[src/rtl/sal_bk_ctrl.sv]
// Per-bank DDR2 state machine: tracks IDLE/ACTIVE/PRECHARGING/REFRESHING,
// enforces tRCD/tRAS/tRTP/tWTP/tRP/tRFC with countdowns, and flags illegal commands.
module sal_bk_ctrl #(
  parameter int TIMER_W = 8,
  parameter int ROW_W   = 14
) (
  input  logic               clk,
  input  logic               rst,
  input  logic [TIMER_W-1:0] t_rcd,
  input  logic [TIMER_W-1:0] t_rp,
  input  logic [TIMER_W-1:0] t_ras,
  input  logic [TIMER_W-1:0] t_rfc,
  input  logic [TIMER_W-1:0] t_rtp,
  input  logic [TIMER_W-1:0] t_wtp,
  input  logic               cmd_valid,
  input  logic [2:0]         cmd_type,
  input  logic [ROW_W-1:0]   cmd_row,
  output logic               act_ok,
  output logic               rdwr_ok,
  output logic               pre_ok,
  output logic               ref_ok,
  output logic               row_open,
  output logic [ROW_W-1:0]   open_row,
  output logic               cmd_err
);

  typedef enum logic [1:0] {
    S_IDLE   = 2'd0,
    S_ACTIVE = 2'd1,
    S_PRECH  = 2'd2,
    S_REFR   = 2'd3
  } state_t;

  localparam logic [2:0] CMD_NOP = 3'd0;
  localparam logic [2:0] CMD_ACT = 3'd1;
  localparam logic [2:0] CMD_RD  = 3'd2;
  localparam logic [2:0] CMD_WR  = 3'd3;
  localparam logic [2:0] CMD_PRE = 3'd4;
  localparam logic [2:0] CMD_REF = 3'd5;

  localparam logic [TIMER_W-1:0] ZERO = TIMER_W'(0);
  localparam logic [TIMER_W-1:0] ONE  = TIMER_W'(1);

  // A timing of t cycles loads t-1 so the ok rises exactly t cycles after the command.
  function automatic logic [TIMER_W-1:0] load_val(input logic [TIMER_W-1:0] t);
    return (t == ZERO) ? ZERO : (t - ONE);
  endfunction

  function automatic logic [TIMER_W-1:0] dec_sat(input logic [TIMER_W-1:0] c);
    return (c == ZERO) ? ZERO : (c - ONE);
  endfunction

  state_t             state_q, state_d;
  logic [TIMER_W-1:0] rcd_cnt_q, rcd_cnt_d;
  logic [TIMER_W-1:0] ras_cnt_q, ras_cnt_d;
  logic [TIMER_W-1:0] rtp_cnt_q, rtp_cnt_d;
  logic [TIMER_W-1:0] wtp_cnt_q, wtp_cnt_d;
  logic [TIMER_W-1:0] rp_rfc_cnt_q, rp_rfc_cnt_d;
  logic [ROW_W-1:0]   open_row_q, open_row_d;
  logic               cmd_err_q, cmd_err_d;
  logic               cmd_legal_s;
  logic               accept_s;

  always_ff @(posedge clk) begin
    if (rst) begin
      state_q      <= S_IDLE;
      rcd_cnt_q    <= ZERO;
      ras_cnt_q    <= ZERO;
      rtp_cnt_q    <= ZERO;
      wtp_cnt_q    <= ZERO;
      rp_rfc_cnt_q <= ZERO;
      open_row_q   <= {ROW_W{1'b0}};
      cmd_err_q    <= 1'b0;
    end else begin
      state_q      <= state_d;
      rcd_cnt_q    <= rcd_cnt_d;
      ras_cnt_q    <= ras_cnt_d;
      rtp_cnt_q    <= rtp_cnt_d;
      wtp_cnt_q    <= wtp_cnt_d;
      rp_rfc_cnt_q <= rp_rfc_cnt_d;
      open_row_q   <= open_row_d;
      cmd_err_q    <= cmd_err_d;
    end
  end

  always_comb begin
    case (cmd_type)
      CMD_NOP:        cmd_legal_s = 1'b1;
      CMD_ACT:        cmd_legal_s = act_ok;
      CMD_RD, CMD_WR: cmd_legal_s = rdwr_ok;
      CMD_PRE:        cmd_legal_s = pre_ok;
      CMD_REF:        cmd_legal_s = ref_ok;
      default:        cmd_legal_s = 1'b0;
    endcase
    accept_s  = cmd_valid && cmd_legal_s && (cmd_type != CMD_NOP);
    cmd_err_d = cmd_valid && !cmd_legal_s;

    state_d      = state_q;
    rcd_cnt_d    = dec_sat(rcd_cnt_q);
    ras_cnt_d    = dec_sat(ras_cnt_q);
    rtp_cnt_d    = dec_sat(rtp_cnt_q);
    wtp_cnt_d    = dec_sat(wtp_cnt_q);
    rp_rfc_cnt_d = dec_sat(rp_rfc_cnt_q);
    open_row_d   = open_row_q;

    if (accept_s) begin
      case (cmd_type)
        CMD_ACT: begin
          state_d    = S_ACTIVE;
          rcd_cnt_d  = load_val(t_rcd);
          ras_cnt_d  = load_val(t_ras);
          rtp_cnt_d  = ZERO;
          wtp_cnt_d  = ZERO;
          open_row_d = cmd_row;
        end
        CMD_RD:  rtp_cnt_d = load_val(t_rtp);
        CMD_WR:  wtp_cnt_d = load_val(t_wtp);
        CMD_PRE: begin
          state_d      = S_PRECH;
          rp_rfc_cnt_d = load_val(t_rp);
        end
        CMD_REF: begin
          state_d      = S_REFR;
          rp_rfc_cnt_d = load_val(t_rfc);
        end
        default: state_d = state_q;
      endcase
    end else if (((state_q == S_PRECH) || (state_q == S_REFR)) && (rp_rfc_cnt_q == ZERO)) begin
      state_d = S_IDLE;
    end else begin
      state_d = state_q;
    end
  end

  // Legality depends only on registered state, so it is valid early in the cycle.
  always_comb begin
    act_ok   = (state_q == S_IDLE) ||
               (((state_q == S_PRECH) || (state_q == S_REFR)) && (rp_rfc_cnt_q == ZERO));
    ref_ok   = act_ok;
    rdwr_ok  = (state_q == S_ACTIVE) && (rcd_cnt_q == ZERO);
    pre_ok   = (state_q == S_ACTIVE) && (ras_cnt_q == ZERO) &&
               (rtp_cnt_q == ZERO) && (wtp_cnt_q == ZERO);
    row_open = (state_q == S_ACTIVE);
    open_row = open_row_q;
    cmd_err  = cmd_err_q;
  end

endmodule

[config.mk]
export PLATFORM = sky130hd
export DESIGN_NAME = sal_bk_ctrl
export DESIGN_NICKNAME = d
export VERILOG_FILES = /design/src/rtl/sal_bk_ctrl.sv
export SDC_FILE = /design/constraint.sdc
export NUM_CORES = 1
export LEC_CHECK = 0
export ABC_AREA = 1
export BUFFER_PORTS_ARGS = -buffer_cell sky130_fd_sc_hd__buf_4
export CAP_MARGIN = 5
export CORE_UTILIZATION = 40
export CTS_CLUSTER_DIAMETER = 100
export DETAILED_ROUTE_END_ITERATION = 12
export SLEW_MARGIN = 20
export SYNTH_ARGS = -nofsm -noshare
export SYNTH_HDL_FRONTEND = slang
export SYNTH_SLANG_ARGS = --single-unit
[constraint.sdc]
create_clock -name clk -period 2.7 [get_ports clk]
set_clock_uncertainty 0.1 [all_clocks]
set_input_delay 0.675 -clock clk [delete_from_list [all_inputs] [get_ports clk]]
set_output_delay 0.675 -clock clk [all_outputs]
set_load 0.02 [all_outputs]
# Word-level counts from Yosys, hierarchy flattened
# Cells that the tools add are included.
# op_classes
multipliers	0
add_sub_neg	11
n_div	0
eq_ne	9
bitwise_logic	0
n_reduce_logical	30
n_mux	25
shift	0
magnitude_cmp	0
# ops
op	n
two-way mux 8 bit	18
zero test 8 bit	11
subtractor 8 x 1 -> 8 bit, second input constant	11
one-hot mux 8 bit (2 select lines)	3
logical AND 1 bit	8
equality test 3 x 2 -> 1 bit, second input constant	2
equality test 3 bit, second input constant	2
one-hot mux 2 bit (3 select lines)	1
equality test 2 bit, second input constant	2
two-way mux 2 bit	2
!= test 4 x 1 -> 1 bit, second input constant	1
one-hot mux 1 bit (4 select lines)	1
AND reduction 2 bit	2
OR reduction 2 bit	2
equality test 3 x 1 -> 1 bit, second input constant	1
zero test 3 bit	1
nonzero test 3 bit	1
equality test 2 x 1 -> 1 bit, second input constant	1
zero test 2 bit	1
logical OR 1 bit	2
nonzero test 2 bit	1
zero test 1 bit	1
# totals
latchBits	0
elab_cells	83
register_bits	57
rom_bits	0
mem_count	0
mem_bits_rw	0

# Logic depth before layout (Yosys ltp)
# logic_depth
word_depth	9
ltp_mapped	14
ltp_nobuf	14

# Least setup slack after synthesis
# Ideal clock, no wire load.
# synth_path
path_kind	input to register
from	in cmd_type[1]
to	reg ras_cnt_q[5]
stages	12
setup_ns	0.116
n_path_buf	2
t_arrival_ns	1.881
required_time_ns	2.484
slack_ns	0.603
path_cell_list	clkbuf_1 nor2_1 inv_1 nor2_1 nand2_2 nand3_4 nand2_4 inv_2 nand2_2 buf_6 a21oi_1 nor2_1
# synth_between
elab_chain_len	6
word_cells_on_any_way	14
# synth_rtl
item	line	text
from (decl)	16	input logic [2:0] cmd_type,
equality test 3 x 1 -> 1 bit, or another cell as far along	87, 107	
OR reduction 2 bit, on equally long branches	n/a	
one-hot mux 1 bit (4 select lines)	87	case (cmd_type)
logical AND 1 bit (2 in series)	95	accept_s = cmd_valid && cmd_legal_s && (cmd_type != CMD_NOP);
two-way mux 8 bit *	106	if (accept_s) begin
to (signal assigned)	77	ras_cnt_q <= ras_cnt_d;
to (decl)	55	logic [TIMER_W-1:0] ras_cnt_q, ras_cnt_d;
# Every way passes the cells marked *; elsewhere a longest branch is shown, timed or not.
# A chain may end at the register's enable or synchronous reset.

# Worst setup path after layout
# layout_path
from	reg ras_cnt_q[0]
to	out pre_ok
# layout_between
elab_chain_len	4
# layout_rtl
item	line	text
zero test 8 bit	141	pre_ok = (state_q == S_ACTIVE) && (ras_cnt_q == ZERO) &&
logical AND 1 bit (2 in series)	141	
logical AND 1 bit	142	(rtp_cnt_q == ZERO) && (wtp_cnt_q == ZERO);
to (decl)	20	output logic pre_ok,
# Every way passes these cells.

==> summary.txt <==
Status
  – Outcome: completed

Worst setup path
  – Critical-path top delay cell: dfxtp_1
  – CP max FO: 8
  – WS Path Type: reg -> out
  – Worst path max stage delay: 0.30 ns
  – Critical Path Most Common Cell: nor2_4
  – WP data required: 1.92 ns
  – Worst Setup Start Kind: register
  – Critical Path AT: around 1.6 ns
  – Element type at the critical path end: primary output
  – Critical-path cell list: inv_1, ha_1, nand2_1, nor2_4, nand2_2, nor2_4, buf_4

Finish
  – Final nets: 814
  – Most frequent cells in the layout: nor2_1, nand2_1, buf_4
  – Syn-to-layout area delta: 22.97%
  – Antenna Diode Count: 0
  – FF/Latch Area: between 1000 and 1500 sq um
  – Footprint of the multi-input gates: 2603 sq um
  – Share of layout cells above drive strength 1: 17.21%
  – Most common cell after layout, fill and taps aside: nor2_1
  – Layout fillers: 1016

Synth
  – Yosys cell types: 37
  – Synth area leader: dfxtp_1
  – Register area share after synthesis: a little over a quarter
  – Flops & latches, synth: 57
  – Synthesized area per cell: 6.477 sq um
  – Mapped Area: a little over 4000 sq um
  – Synth warnings: 0
  – Syn nets: 728
  – Top-area cell type share of the netlist area: 27.49%
  – Synth Instances: 641
  – Largest cells by area after synthesis: dfxtp_1, nor2_1, nand2_1
  – Async SR Flop Fraction: 0%
  – Post-synth top flop: dfxtp_1
  – EDFF count, synth: 0

Routing
  – Wire per inst: 11.85 um
  – Drt pass-1 iters: 4
  – Post-DR vias/cell: around 5
  – Via count: 4211
  – DRT antenna net count: 0
  – WL final: 10250 um
  – Initial DRC Count: 176
  – # DRC: 0

CTS
  – Post CTS Setup Buffer Count: 0
  – Insertion delay to the later sink of the worst-skew pair: 0.34 ns
  – Num Clock Sinks: 57
  – CTS Buffer Depth: 2
  – Reg clk slew, reported paths: 0.07 ns
  – CTS resizes: 0
  – CTS Hold Bufs: 0
  – CTS tree: built
  – H-tree levels: 3
  – Num CTS Buffers: 9
  – Clock Tree Root: clkbuf_8

Timing
  – Setup_tns: 0 ns
  – Slew @ Worst Pin: 0.7157 ns
  – Final Max Slew Viols: 0
  – Max-slew headroom: 52.23%
  – Final worst slack: 0.3128 ns
  – RSZ-0062 raised after global routing: no
  – Worst hold margin: 0.3824 ns
  – Final period util: between 80 and 90%
  – Final setup fails: 0
  – Peak Freq: 0.4189 GHz
  – Fin. Hold Viols: 0
  – Tmin final: 2.387 ns

Power and ir drop
  – Static Leak: 0.002496 uW
  – Worst VDD drop: 0.5781 mV
  – Flop pwr share: 28.7%
  – P_int: 2495 uW
  – Cell Pwr Density: 833.6 nW/um^2
  – Switching portion of total power: 41.37%
  – Final Total Pwr: ~4300 uW
  – Psw: 1760 uW
  – Gate power share: between 50% and 60%
  – Clk pwr share: 20.5%

GRT
  – Met1 usage: 24.83%
  – Initial antenna violation count: 0
  – GRT met2 Usage: about 34%
  – Grt ovf: 0
  – Largest net degree at the start of global routing: 35
  – Met3 GRT Util: 3.947%
  – Busiest layer in global routing: met2
  – First-pass GRT wire length: 17670 um
  – Vias in the first global route: 4018
  – GRT Util Overall: 19.77%

Placement
  – Dpl ws: 0.1691 ns
  – Placed wire-length estimate: 7884 um
  – Port bufs: 87
  – RePlAce Congestion: 0.9155

Worst hold path
  – Hold crit path type: reg -> reg

Floorplanning
  – Initial core utilization: 41.89%
  – # IOs: 88
  – Die W: 103.9 um
  – Die Y: 103.9 um
  – Core Area: between 9000 and 10000 sq um
  – Die area: approximately 11000 sq um
  – Rows: 36

Job
  – Max cap viols: 0
[synth_stat cells (3+ instances only)]
cell type  count
nor2_2         5
a21oi_1       42
nor3_1        15
nand2_2        3
dfxtp_1       57
nor2_1       118
clkbuf_1       6
or2_2          4
buf_4          3
o21ai_0       42
xnor2_1       10
buf_6          4
or3_1          3
nand3b_1       3
xor2_1        36
nand4_1        9
nand2_1      110
o22ai_1        8
o31ai_1        3
inv_1         78
ha_1          19
nand3_1       41
[cell type report]
cell class | count | share of cell area (%)
well taps | 133 | 3.260
inverters | 82 | 6.054
flip-flops and latches | 57 | 22.35
clock buffers | 10 | 2.500
clock inverters | 6 | 1.618
repair buffers | 90 | 13.24
multi-input cells | 487 | 50.98
[sequential cells by signal (all words and copies together) (netlist names)]
name and count:
open_row 14, ras_cnt_q 8, rcd_cnt_q 8, rp_rfc_cnt_q 8, rtp_cnt_q 8, wtp_cnt_q 8, state_q 2, cmd_err 1
[power by group through the flow]
stage	registers [uW]	logic, uW	clock network, uW
global placement	1240	2120	0
detailed placement	1240	2150	0
CTS	1220	2160	903
global route	1250	2510	939
finish	1220	2160	874
floorplan	1210	1720	0
[metal layers]
layer,share of wire [%],vias up
li1,-,2240
met1,47,1880
met2,48,78
met3,4.0,13
met4,1.3,0
met5,0,-
[cells by family after synthesis]
kind of cell,Yosys count,share of synthesized area (%)
compound gates,102,13.08
fa+ha+maj,19,5.726
simple gates,320,34.18
xor+xnor,46,9.704
buf+inv,97,9.825
flops,57,27.49
[final timing paths]
kind	cells past startpoint	to	from	slack (ns)
min reg2reg	2	state_q[0]$_SDFFE_PP0P_	state_q[0]$_SDFFE_PP0P_	0.38
max	7	pre_ok	ras_cnt_q[0]$_SDFF_PP0_	0.31
min	2	state_q[0]$_SDFFE_PP0P_	state_q[0]$_SDFFE_PP0P_	0.38
max reg2reg	13	ras_cnt_q[5]$_SDFF_PP0_	rp_rfc_cnt_q[0]$_SDFF_PP0_	0.42
[worst max-delay path: cells and delay by family, from the launching register on]
family / cells / cell delay, ns
buffers and inverters: 2 / 0.27
flip-flops: 1 / 0.30
adder cells (fa/ha/maj): 1 / 0.17
AND/OR/NAND/NOR: 4 / 0.53
[stage by stage]
stage / utilization [%] / instance area [sq um] / cells
finish: 51.52 / 5105 / 865
global route: 51.52 / 5105 / 865
CTS: 51.52 / 5105 / 865
detailed placement: 49.39 / 4895 / 849
global placement: 49.39 / 4895 / 849
floorplan: - / 4151 / 641
Note: power is estimated with default switching activity, not from simulation.
